<file path="src/rtl/uart_pkg.sv">
// uart_pkg: shared types, register indices and STATUS bit positions for mmio_uart_tx.
package uart_pkg;
  typedef enum logic [1:0] {IDLE, START, DATA, STOP} tx_state_e;
  localparam logic [1:0] OFF_TXDATA = 2'd0;
  localparam logic [1:0] OFF_STATUS = 2'd1;
  localparam logic [1:0] OFF_CTRL = 2'd2;
  localparam logic [1:0] OFF_DIV = 2'd3;
  localparam int ST_FULL = 0;
  localparam int ST_EMPTY = 1;
  localparam int ST_BUSY = 2;
  localparam int ST_OVF = 3;
  localparam int ST_CNT = 8;
endpackage

</file>
<file path="src/rtl/mmio_uart_tx_if.sv">
// mmio_uart_tx_if: CPU data-memory bus as seen by a memory-mapped responder.
interface mmio_uart_tx_if;
  logic [31:0] addr;
  logic [63:0] wr_data;
  logic wr_enable;
  logic rd_enable;
  logic [63:0] rd_data;
  logic hit;
  modport master(output addr, wr_data, wr_enable, rd_enable, input rd_data, hit);
  modport slave(input addr, wr_data, wr_enable, rd_enable, output rd_data, hit);
endinterface

</file>
<file path="src/rtl/mmio_uart_tx_fifo.sv">
// sync_fifo: single-clock FIFO with wrap-around pointers; a push is refused whenever full at cycle start.
module sync_fifo #(
  parameter int WIDTH = 8,
  parameter int DEPTH = 8,
  localparam int AW = $clog2(DEPTH)
) (
  input  logic clk,
  input  logic rst,
  input  logic push,
  input  logic pop,
  input  logic [WIDTH-1:0] din,
  output logic [WIDTH-1:0] dout,
  output logic full,
  output logic empty,
  output logic [AW:0] count
);
  logic [WIDTH-1:0] mem [DEPTH];
  logic [AW-1:0] wp, rp;
  logic do_push, do_pop;
  assign full = count == (AW+1)'(DEPTH);
  assign empty = count == '0;
  assign do_push = push & ~full;
  assign do_pop = pop & ~empty;
  assign dout = mem[rp];
  always_ff @(posedge clk) begin
    if (rst) begin
      wp <= '0;
      rp <= '0;
      count <= '0;
    end else begin
      if (do_push) wp <= wp + 1'b1;
      if (do_pop) rp <= rp + 1'b1;
      count <= count + (AW+1)'(do_push) - (AW+1)'(do_pop);
    end
  end
  always_ff @(posedge clk)
    if (do_push) mem[wp] <= din;
endmodule

</file>
<file path="src/rtl/mmio_uart_tx.sv">
// mmio_uart_tx: memory-mapped 8N1 UART transmitter with TX FIFO, status/ctrl/divisor registers.
module mmio_uart_tx
  import uart_pkg::*;
#(
  parameter logic [31:0] BASE_ADDR = 32'h0000_1000,
  parameter int FIFO_DEPTH = 8,
  parameter logic [15:0] DEFAULT_DIV = 16'd16
) (
  input  logic clk,
  input  logic rst,
  mmio_uart_tx_if.slave bus,
  output logic tx
);
  localparam int CW = $clog2(FIFO_DEPTH) + 1;
  logic sel_ok, wr, push, pop, full, empty, en, ovf, busy, tick;
  logic [1:0] idx;
  logic [7:0] head, shreg;
  logic [CW-1:0] count;
  logic [15:0] div, div_lat, baud;
  logic [2:0] bit_idx;
  logic [63:0] status;
  tx_state_e state;
  assign bus.hit = bus.addr >= BASE_ADDR && bus.addr < BASE_ADDR + 32'd32;
  assign sel_ok = bus.hit && bus.addr[2:0] == 3'd0;
  assign idx = bus.addr[4:3];
  assign wr = bus.wr_enable & sel_ok;
  assign push = wr && idx == OFF_TXDATA;
  assign busy = state != IDLE;
  assign pop = state == IDLE && en && !empty;
  assign tick = baud == 16'd0;
  always_comb begin
    status = '0;
    status[ST_FULL] = full;
    status[ST_EMPTY] = empty;
    status[ST_BUSY] = busy;
    status[ST_OVF] = ovf;
    status[ST_CNT+:8] = 8'(count);
  end
  assign bus.rd_data = !(bus.rd_enable && sel_ok) ? 64'd0 :
                       idx == OFF_STATUS ? status :
                       idx == OFF_CTRL ? {63'd0, en} :
                       idx == OFF_DIV ? {48'd0, div} : 64'd0;
  sync_fifo #(.WIDTH(8), .DEPTH(FIFO_DEPTH)) u_fifo (
    .clk(clk), .rst(rst), .push(push), .pop(pop), .din(bus.wr_data[7:0]),
    .dout(head), .full(full), .empty(empty), .count(count)
  );
  always_ff @(posedge clk) begin
    if (rst) begin
      en <= 1'b0;
      div <= DEFAULT_DIV;
      ovf <= 1'b0;
    end else begin
      if (push && full) ovf <= 1'b1;
      else if (wr && idx == OFF_STATUS && bus.wr_data[ST_OVF]) ovf <= 1'b0;
      if (wr && idx == OFF_CTRL) en <= bus.wr_data[0];
      if (wr && idx == OFF_DIV) div <= bus.wr_data[15:0] < 16'd2 ? 16'd2 : bus.wr_data[15:0];
    end
  end
  // div_lat freezes the bit period for the whole frame so DIVISOR writes only affect later frames
  always_ff @(posedge clk) begin
    if (rst) begin
      state <= IDLE;
      tx <= 1'b1;
      baud <= '0;
      bit_idx <= '0;
      shreg <= '0;
      div_lat <= '0;
    end else begin
      if (state != IDLE) baud <= tick ? div_lat - 16'd1 : baud - 16'd1;
      unique case (state)
        IDLE: if (pop) begin
          shreg <= head;
          div_lat <= div;
          baud <= div - 16'd1;
          bit_idx <= '0;
          tx <= 1'b0;
          state <= START;
        end
        START: if (tick) begin
          tx <= shreg[0];
          state <= DATA;
        end
        DATA: if (tick) begin
          tx <= bit_idx == 3'd7 ? 1'b1 : shreg[1];
          shreg <= shreg >> 1;
          bit_idx <= bit_idx + 3'd1;
          state <= bit_idx == 3'd7 ? STOP : DATA;
        end
        STOP: if (tick) state <= IDLE;
      endcase
    end
  end
endmodule

</file>
<file path="src/flat_wrapper.sv">
// flat-port wrapper written by rule: the top's interface ports become plain ports
module mmio_uart_tx_flat import uart_pkg::*;
#(
  parameter logic [31:0] BASE_ADDR = 32'h0000_1000,
  parameter int FIFO_DEPTH = 8,
  parameter logic [15:0] DEFAULT_DIV = 16'd16
)
  (clk, rst, tx, bus_addr, bus_wr_data, bus_wr_enable, bus_rd_enable, bus_rd_data, bus_hit);
  mmio_uart_tx_if bus_i ();
  input  logic clk;
  input  logic rst;
  output logic tx;
  input wire logic [$bits(bus_i.addr)-1:0] bus_addr;
  input wire logic [$bits(bus_i.wr_data)-1:0] bus_wr_data;
  input wire logic [$bits(bus_i.wr_enable)-1:0] bus_wr_enable;
  input wire logic [$bits(bus_i.rd_enable)-1:0] bus_rd_enable;
  output wire logic [$bits(bus_i.rd_data)-1:0] bus_rd_data;
  output wire logic [$bits(bus_i.hit)-1:0] bus_hit;
  assign bus_i.addr = bus_addr;
  assign bus_i.wr_data = bus_wr_data;
  assign bus_i.wr_enable = bus_wr_enable;
  assign bus_i.rd_enable = bus_rd_enable;
  assign bus_rd_data = bus_i.rd_data;
  assign bus_hit = bus_i.hit;
  mmio_uart_tx #(.BASE_ADDR(BASE_ADDR), .FIFO_DEPTH(FIFO_DEPTH), .DEFAULT_DIV(DEFAULT_DIV)) u_core (.clk(clk), .rst(rst), .bus(bus_i), .tx(tx));
endmodule
</file>
<file path="config.mk">
export PLATFORM = sky130hd
export DESIGN_NAME = mmio_uart_tx_flat
export DESIGN_NICKNAME = d
export VERILOG_FILES = /design/src/rtl/uart_pkg.sv /design/src/rtl/mmio_uart_tx_if.sv /design/src/rtl/mmio_uart_tx_fifo.sv /design/src/rtl/mmio_uart_tx.sv /design/src/flat_wrapper.sv
export SDC_FILE = /design/constraint.sdc
export NUM_CORES = 1
export LEC_CHECK = 0
export CAP_MARGIN = 0
export CORE_AREA = 2 2 124 126
export CTS_CLUSTER_SIZE = 20
export DETAILED_ROUTE_END_ITERATION = 6
export DIE_AREA = 0 0 126 128
export GPL_TIMING_DRIVEN = 0
export PLACE_DENSITY = 0.91
export SYNTH_ARGS = -nofsm -noshare
export SYNTH_HDL_FRONTEND = slang
export SYNTH_SLANG_ARGS = --single-unit
</file>
<file path="constraint.sdc">
create_clock -name clk -period 3.7 [get_ports clk]
set_clock_uncertainty 0.15 [all_clocks]
set_input_delay 0.74 -clock clk [delete_from_list [all_inputs] [get_ports clk]]
set_output_delay 0.74 -clock clk [all_outputs]
set_load 0.02 [all_outputs]
</file>
; ---- Word-level counts from Yosys, hierarchy flattened
; Memory sizes are Yosys's and may differ from the RTL's. A register that Yosys moved wholly into a read port is not among the register bits.
; Cells that the tools add are included.
[classes]
addsub = 8
magnitude_cmp = 3
n_eq_ne = 12
muxes = 32
n_bitwise = 5
reduce_logical = 25
[ops]
columns = cell, n
row1 = $mux 64, 3
row2 = $mux 16, 6
row3 = $sub 16x1->16 const B, 3
row4 = $ge 32x13->1 const B, 1
row5 = $lt 32x13->1 const B, 1
row6 = $logic_not 16->1, 1
row7 = $lt 16x2->1 const B, 1
row8 = $mux 8, 2
row9 = $pmux 8 s2, 1
row10 = $mux 3, 4
row11 = $logic_and 1x1->1, 11
row12 = $add 3x1->3 const B, 3
row13 = $mux 1, 9
row14 = $eq 2x2->1 const B, 4
row15 = $mux 2, 4
row16 = $pmux 2 s4, 1
row17 = $reduce_and 4->1, 2
row18 = $ne 2x1->1 const B, 3
row19 = $pmux 3 s2, 1
row20 = $reduce_bool 2->1, 3
row21 = $add 4x1->4, 1
row22 = $eq 2x1->1 const B, 2
row23 = $eq 4x4->1 const B, 1
row24 = $logic_not 2->1, 2
row25 = other kinds (12), 15
[word_totals]
reg_bits = 74
mem_bits_rw = 64
input_bits = 100
output_inout_bits = 66
memories = 1
[memory_table]
columns = memory, depth, width, read_ports, rd_ports_with_merged_regs, wr, line
row1 = u_core.u_fifo.mem, 8, 8, 1, 1, 1, mmio_uart_tx_fifo.sv:17  ; logic [WIDTH-1:0] mem [DEPTH];

; ---- Longest topological paths before layout
[depth]
ltp_word = 8
mapped_depth = 15
depth_no_buf = 13

; ---- Hierarchy
; Synthesis repeated with hierarchy kept, for this count alone.
[unflattened]
hier_cells = 715
hier_area_um2 = 7483.4
[modules_own_cells]
columns = mod, instances, cells_per_inst, area_per_inst_um2, seq_area_each_um2
row1 = mmio_uart_tx, 1, 541, 4302.9, 1281.2
row2 = sync_fifo, 1, 174, 3180.6, 2182.1

; ---- Worst setup path before layout
; No wires, ideal clock.
[synth_timing]
path_type = reg2reg
start = reg u_core.u_fifo.count[2]
end = reg u_core.u_fifo.count[2]
setup_ps = 128
arrival_time_ps = 3012
required_time_ps = 3422
setup_slack_ps = 411
stages_incl_launch_ff = 16
n_path_buf = 2
path_cell_list = dfxtp_1 > inv_1 > ha_1 > or3b_2 > and2_1 > clkbuf_1 > nand2_1 > buf_2 > inv_1 > ha_1 > inv_1 > ha_1 > inv_1 > fa_1 > xor2_1 > nor2_1
[synth_via]
elab_chain_len = 5
word_cells_on_any_way = 10
[synth_lines]
columns = element, line
row1 = start: declaration, mmio_uart_tx_fifo.sv:15  ; output logic [AW:0] count
row2 = start signal: assignment, mmio_uart_tx_fifo.sv:33  ; count <= count + (AW+1)'(do_push) - (AW+1)'(do_pop);
row3 = $logic_not 4->1 (*), mmio_uart_tx_fifo.sv:21  ; assign empty = count == '0;
row4 = $logic_not 1->1, mmio_uart_tx.sv:29  ; assign pop = state == IDLE && en && !empty;
row5 = $logic_and 1x1->1, mmio_uart_tx.sv:29
row6 = $and 1x1->1 (*), mmio_uart_tx_fifo.sv:23  ; assign do_pop = pop & ~empty;
row7 = named net u_core.u_fifo.do_pop, mmio_uart_tx_fifo.sv:19  ; logic do_push, do_pop;
row8 = $sub 4x1->4 (*), mmio_uart_tx_fifo.sv:33
; Mark *: on every way through the listed nets, which the timed path passes. The rest lies on a longest branch.
; A chain may end at the register's enable or synchronous reset.

; ---- Worst setup path in the final report
[layout_timing]
start = in bus_addr[24]
end = out bus_rd_data[6]
[layout_via]
elab_chain_len = 5
word_cells_on_any_way = 6
[layout_lines]
columns = element, line
row1 = start: declaration, flat_wrapper.sv:13  ; input wire logic [$bits(bus_i.addr)-1:0] bus_addr;
row2 = $ge 32x13->1 or $lt 32x13->1 (tied branches), mmio_uart_tx.sv:23  ; assign bus.hit = bus.addr >= BASE_ADDR && bus.addr < BASE_ADDR + 32'd32;
row3 = $logic_and 1x1->1 (*), mmio_uart_tx.sv:23
row4 = $logic_and 1x1->1 (*), mmio_uart_tx.sv:24  ; assign sel_ok = bus.hit && bus.addr[2:0] == 3'd0;
row5 = $logic_and 1x1->1 (*), mmio_uart_tx.sv:39  ; assign bus.rd_data = !(bus.rd_enable && sel_ok) ? 64'd0 :
row6 = $mux 64 (*), mmio_uart_tx.sv:39
row7 = end: declaration, flat_wrapper.sv:17  ; output wire logic [$bits(bus_i.rd_data)-1:0] bus_rd_data;
; Mark *: on every way between the ends. The rest lies on a longest branch, timed or not.

==> flow_metrics.tcl <==
set metrics [dict create \
    final_hold_violating_endpoints 0 \
    report.final.setup_viol 0 \
    finalHoldWorstSlack_ns 0.347 \
    leakagePower_nw 3.67 \
    chipHeight_microns 128 \
    number_of_synthesized_register_bits 141 \
    min_delay_path_depth 2 \
    num_antenna_cells 0 \
    hold_path_end "u_core.shreg[6]" \
    worst_slack_ns 0.0699 \
    ios 166 \
    pwr_density_cell_mw_per_mm2 521 \
    detailedPlace.worstSlack_ns -0.688 \
    core_area_sq_mm 0.0149 \
    antenna_found_initial 0 \
    drive_gt1_frac 0.170 \
    critical_path.reg2reg.endpoint "u_core.baud[4]" \
    total_wire_length_after_detailed_routing_mm 19.8 \
    final.period_utilization 0.981 \
    start_kind "input pin" \
    mostFrequentLayoutCells "80 x sky130_fd_sc_hd__nor2_1, 77 x sky130_fd_sc_hd__dfxtp_1, 64 x sky130_fd_sc_hd__edfxtp_1" \
    worstPathMaxFanout 8 \
    post_layout_nonfiller_instances 1075 \
    critPathBufInv 2 \
    final.fill_count 1116 \
    post_synth_inst_count 730 \
    place_inst 1035 \
    min-delay-start "u_core.shreg[6]" \
    synth_top_area_cell "sky130_fd_sc_hd__edfxtp_1" \
    grt_remaining_overflow 0 \
    synthesis.yosys.warnings 0 \
    area_of_placed_instances_sq_mm 0.00853 \
    synthFlopType "sky130_fd_sc_hd__dfxtp_1" \
    register_area_sq_mm 0.00346 \
    floorplan.initialDensity 0.499 \
    numCtsBuffers 17 \
    detail-route-antenna-nets 0 \
    timing.reg2reg.worst_path_depth 12 \
    number_of_vias_per_cell_after_detailed_routing 5.92 \
    crit_path_cell_trace "clkdlybuf4s50_1 > nor4_2 > nand3_1 > nor3_4 > and3_4 > and3_1 > dlygate4sd2_1" \
    final_weighted_congestion_of_routability_driven_global_placement 0.978 \
    async_reset_ff_frac 0 \
    timing.critical_path.slowest_stage_cell "sky130_fd_sc_hd__clkdlybuf4s50_1" \
    timing.final.max_slew_violations 0 \
    avgRoutedWirePerCell_microns 18.4 \
    multi_input_gate_area_sq_mm 0.00366 \
    final_area_sq_mm 0.00928 \
    netlist_top_cells_area "sky130_fd_sc_hd__edfxtp_1 26%, sky130_fd_sc_hd__dfxtp_1 21%, sky130_fd_sc_hd__mux2i_1 5.4%" \
    fin_util 0.624 \
    worst_pin_slew_ns 0.875 \
    path_clk_slew_ns 0.06 \
    achievable-frequency_mhz 275 \
    drt-pass1-iter-count 5 \
    layout_commonest_cell "sky130_fd_sc_hd__nor2_1" \
    cts_num_sinks 141 \
    route.vias.total 6361 \
    area_delta_synth_final_pct 25.2 \
    synth.cell_area_sq_mm 0.00741 \
    yosys.area.top_type_share 0.259 \
    relSlewSlack 0.414 \
    synth_edf_count 64 \
    first_pass_grt_wire_length_mm 30.4 \
    maxCapViolCount 0 \
    drt-initial-drc-count 612 \
    cts_tree "yes" \
    post-dp-hpwl_mm 13.3 \
    grt_pass1_vias 5869 \
    cts-htree-levels 4 \
    post_cts_hold_buffer_count 0 \
    ctsLongestPathBuffers 2 \
    worst_setup_path_end_kind "output port" \
    die_area_sq_mm 0.0161 \
    synthesis.area_per_instance_sq_um 10.2 \
    critical-path-top-delay-family "simple AND/OR/NAND/NOR gates" \
    grt_max_degree 17 \
    ir_drop_uv 324 \
    drt_drc_violations_left 0 \
    startpoint_of_the_lowest_slack_register_to_register_path "u_core.baud[5]" \
    required_ns 2.81 \
    post-route-min-period_ns 3.63 \
    setup_crit_path_kind "input pin to output port" \
    final_net_count 993 \
    reg2reg_setup_slack_ns 0.23 \
    cp_slowest_stage_delay_ns 0.44 \
    fp-row-count 45 \
    placement.io_buffers 69 \
    cts-root-buf "sky130_fd_sc_hd__clkbuf_16" \
    worst_skew_pair.late_latency_ns 0.43 \
    die_width_microns 126 \
    cp.arrival_ns 2.74 \
    post_synth_num_cell_types 71 \
    min_path_type "register to register" \
    synth_sequential_area_ratio 0.467 \
    grt_util_all_layers 0.241 \
    fin_setup_tns_ns 0 \
    outcome "completed" \
    finalPower_mw 4.84 \
]
## layout make-up
class / instances / area share
multi-input combinational: 534 / 0.394
inverter: 15 / 0.00607
clock buffer: 17 / 0.0458
tap: 188 / 0.0254
sequential: 141 / 0.373
buffer: 87 / 0.0572
timing repair buffer: 79 / 0.0806
clock inverter: 14 / 0.0173
## tightest hold or removal path, cell delays in order (launching register included)
cell                      delay [ns]
sky130_fd_sc_hd__dfxtp_1        0.33
sky130_fd_sc_hd__mux2i_1        0.06
sky130_fd_sc_hd__nor2_1         0.07
## report_power, final
part | internal [mW] | switching, mW | total [mW]
combinational | 0.518 | 0.867 | 1.38
sequential | 1.68 | 0.0650 | 1.74
clock | 1.00 | 0.707 | 1.71
## worst max path at each step
stage	from	endpoint	slack, ns	depth (start not counted)
after global routing	bus_addr[25]	bus_rd_data[6]	-0.02	7
after detailed placement	bus_addr[21]	u_core.u_fifo.mem[1][6]	-0.69	6
after floorplan	u_core.u_fifo.count[2]	u_core.u_fifo.count[2]	0.41	15
after CTS	bus_addr[24]	u_core.u_fifo.mem[3][6]	0.006	7
after global placement	bus_addr[21]	u_core.u_fifo.mem[0][7]	-0.98	6
final	bus_addr[24]	bus_rd_data[6]	0.07	7
## registers in the layout, summed over array words and instances, names as in the netlist, named ones only
signal               count
u_core.u_fifo.rp         3
u_core.bit_idx           3
u_core.ovf               1
u_core.shreg             8
u_core.div              16
u_core.tx                1
u_core.baud             16
u_core.u_fifo.mem       64
u_core.div_lat          16
u_core.state             2
u_core.u_fifo.count      4
u_core.u_fifo.wp         3
u_core.en                1
## cells in the mapped netlist (3+ instances only)
cell and instances:
sky130_fd_sc_hd__nor2_1 80, sky130_fd_sc_hd__dfxtp_1 77, sky130_fd_sc_hd__edfxtp_1 64, sky130_fd_sc_hd__buf_4 48, sky130_fd_sc_hd__a21oi_1 43, sky130_fd_sc_hd__o21ai_0 43, sky130_fd_sc_hd__mux2i_1 40, sky130_fd_sc_hd__clkbuf_1 30
sky130_fd_sc_hd__nand2_1 29, sky130_fd_sc_hd__nor3_1 25, sky130_fd_sc_hd__nand3_1 23, sky130_fd_sc_hd__nor4_1 22, sky130_fd_sc_hd__ha_1 17, sky130_fd_sc_hd__mux4_2 16, sky130_fd_sc_hd__inv_1 15, sky130_fd_sc_hd__and3_1 13
sky130_fd_sc_hd__nand4_1 8, sky130_fd_sc_hd__xnor2_1 8, sky130_fd_sc_hd__xor2_1 8, sky130_fd_sc_hd__nand2b_1 7, sky130_fd_sc_hd__or3_1 7, sky130_fd_sc_hd__a211oi_1 6, sky130_fd_sc_hd__a21o_1 6, sky130_fd_sc_hd__a31oi_1 5
sky130_fd_sc_hd__and4_1 5, sky130_fd_sc_hd__o31ai_1 5, sky130_fd_sc_hd__a31o_2 4, sky130_fd_sc_hd__buf_2 4, sky130_fd_sc_hd__o22ai_1 4, sky130_fd_sc_hd__or4_1 4, sky130_fd_sc_hd__and2_1 3, sky130_fd_sc_hd__buf_1 3
sky130_fd_sc_hd__nor2b_1 3, sky130_fd_sc_hd__o31a_1 3, sky130_fd_sc_hd__o41ai_1 3, sky130_fd_sc_hd__or2_2 3
## cells by family after synthesis
family	after synthesis	share of synthesized area
AND/OR/NAND/NOR	247	0.171
AO/OA/AOI/OAI	147	0.126
flip-flops	141	0.467
buffers and inverters	102	0.0787
multiplexers	58	0.106
adder cells (fa/ha/maj)	18	0.0314
XOR/XNOR	16	0.0189
other	1	0.000506
## metal layers
metal  up-vias  GRT usage  wire length (microns)
met5         -          0                      0
met4         0      0.125                   1030
met3        92     0.0639                   2040
met2       470      0.385                   9320
met1      2876      0.303                   7430
li1       2923          -                      -
## repair_timing
item | 4_1_cts | 5_1_grt
setup endpoints to repair | 51 | 27
resized for setup | 27 | 23
pin swaps | 3 | 2
buffers inserted | 1 | 8
(Power assumes the default switching activity.)
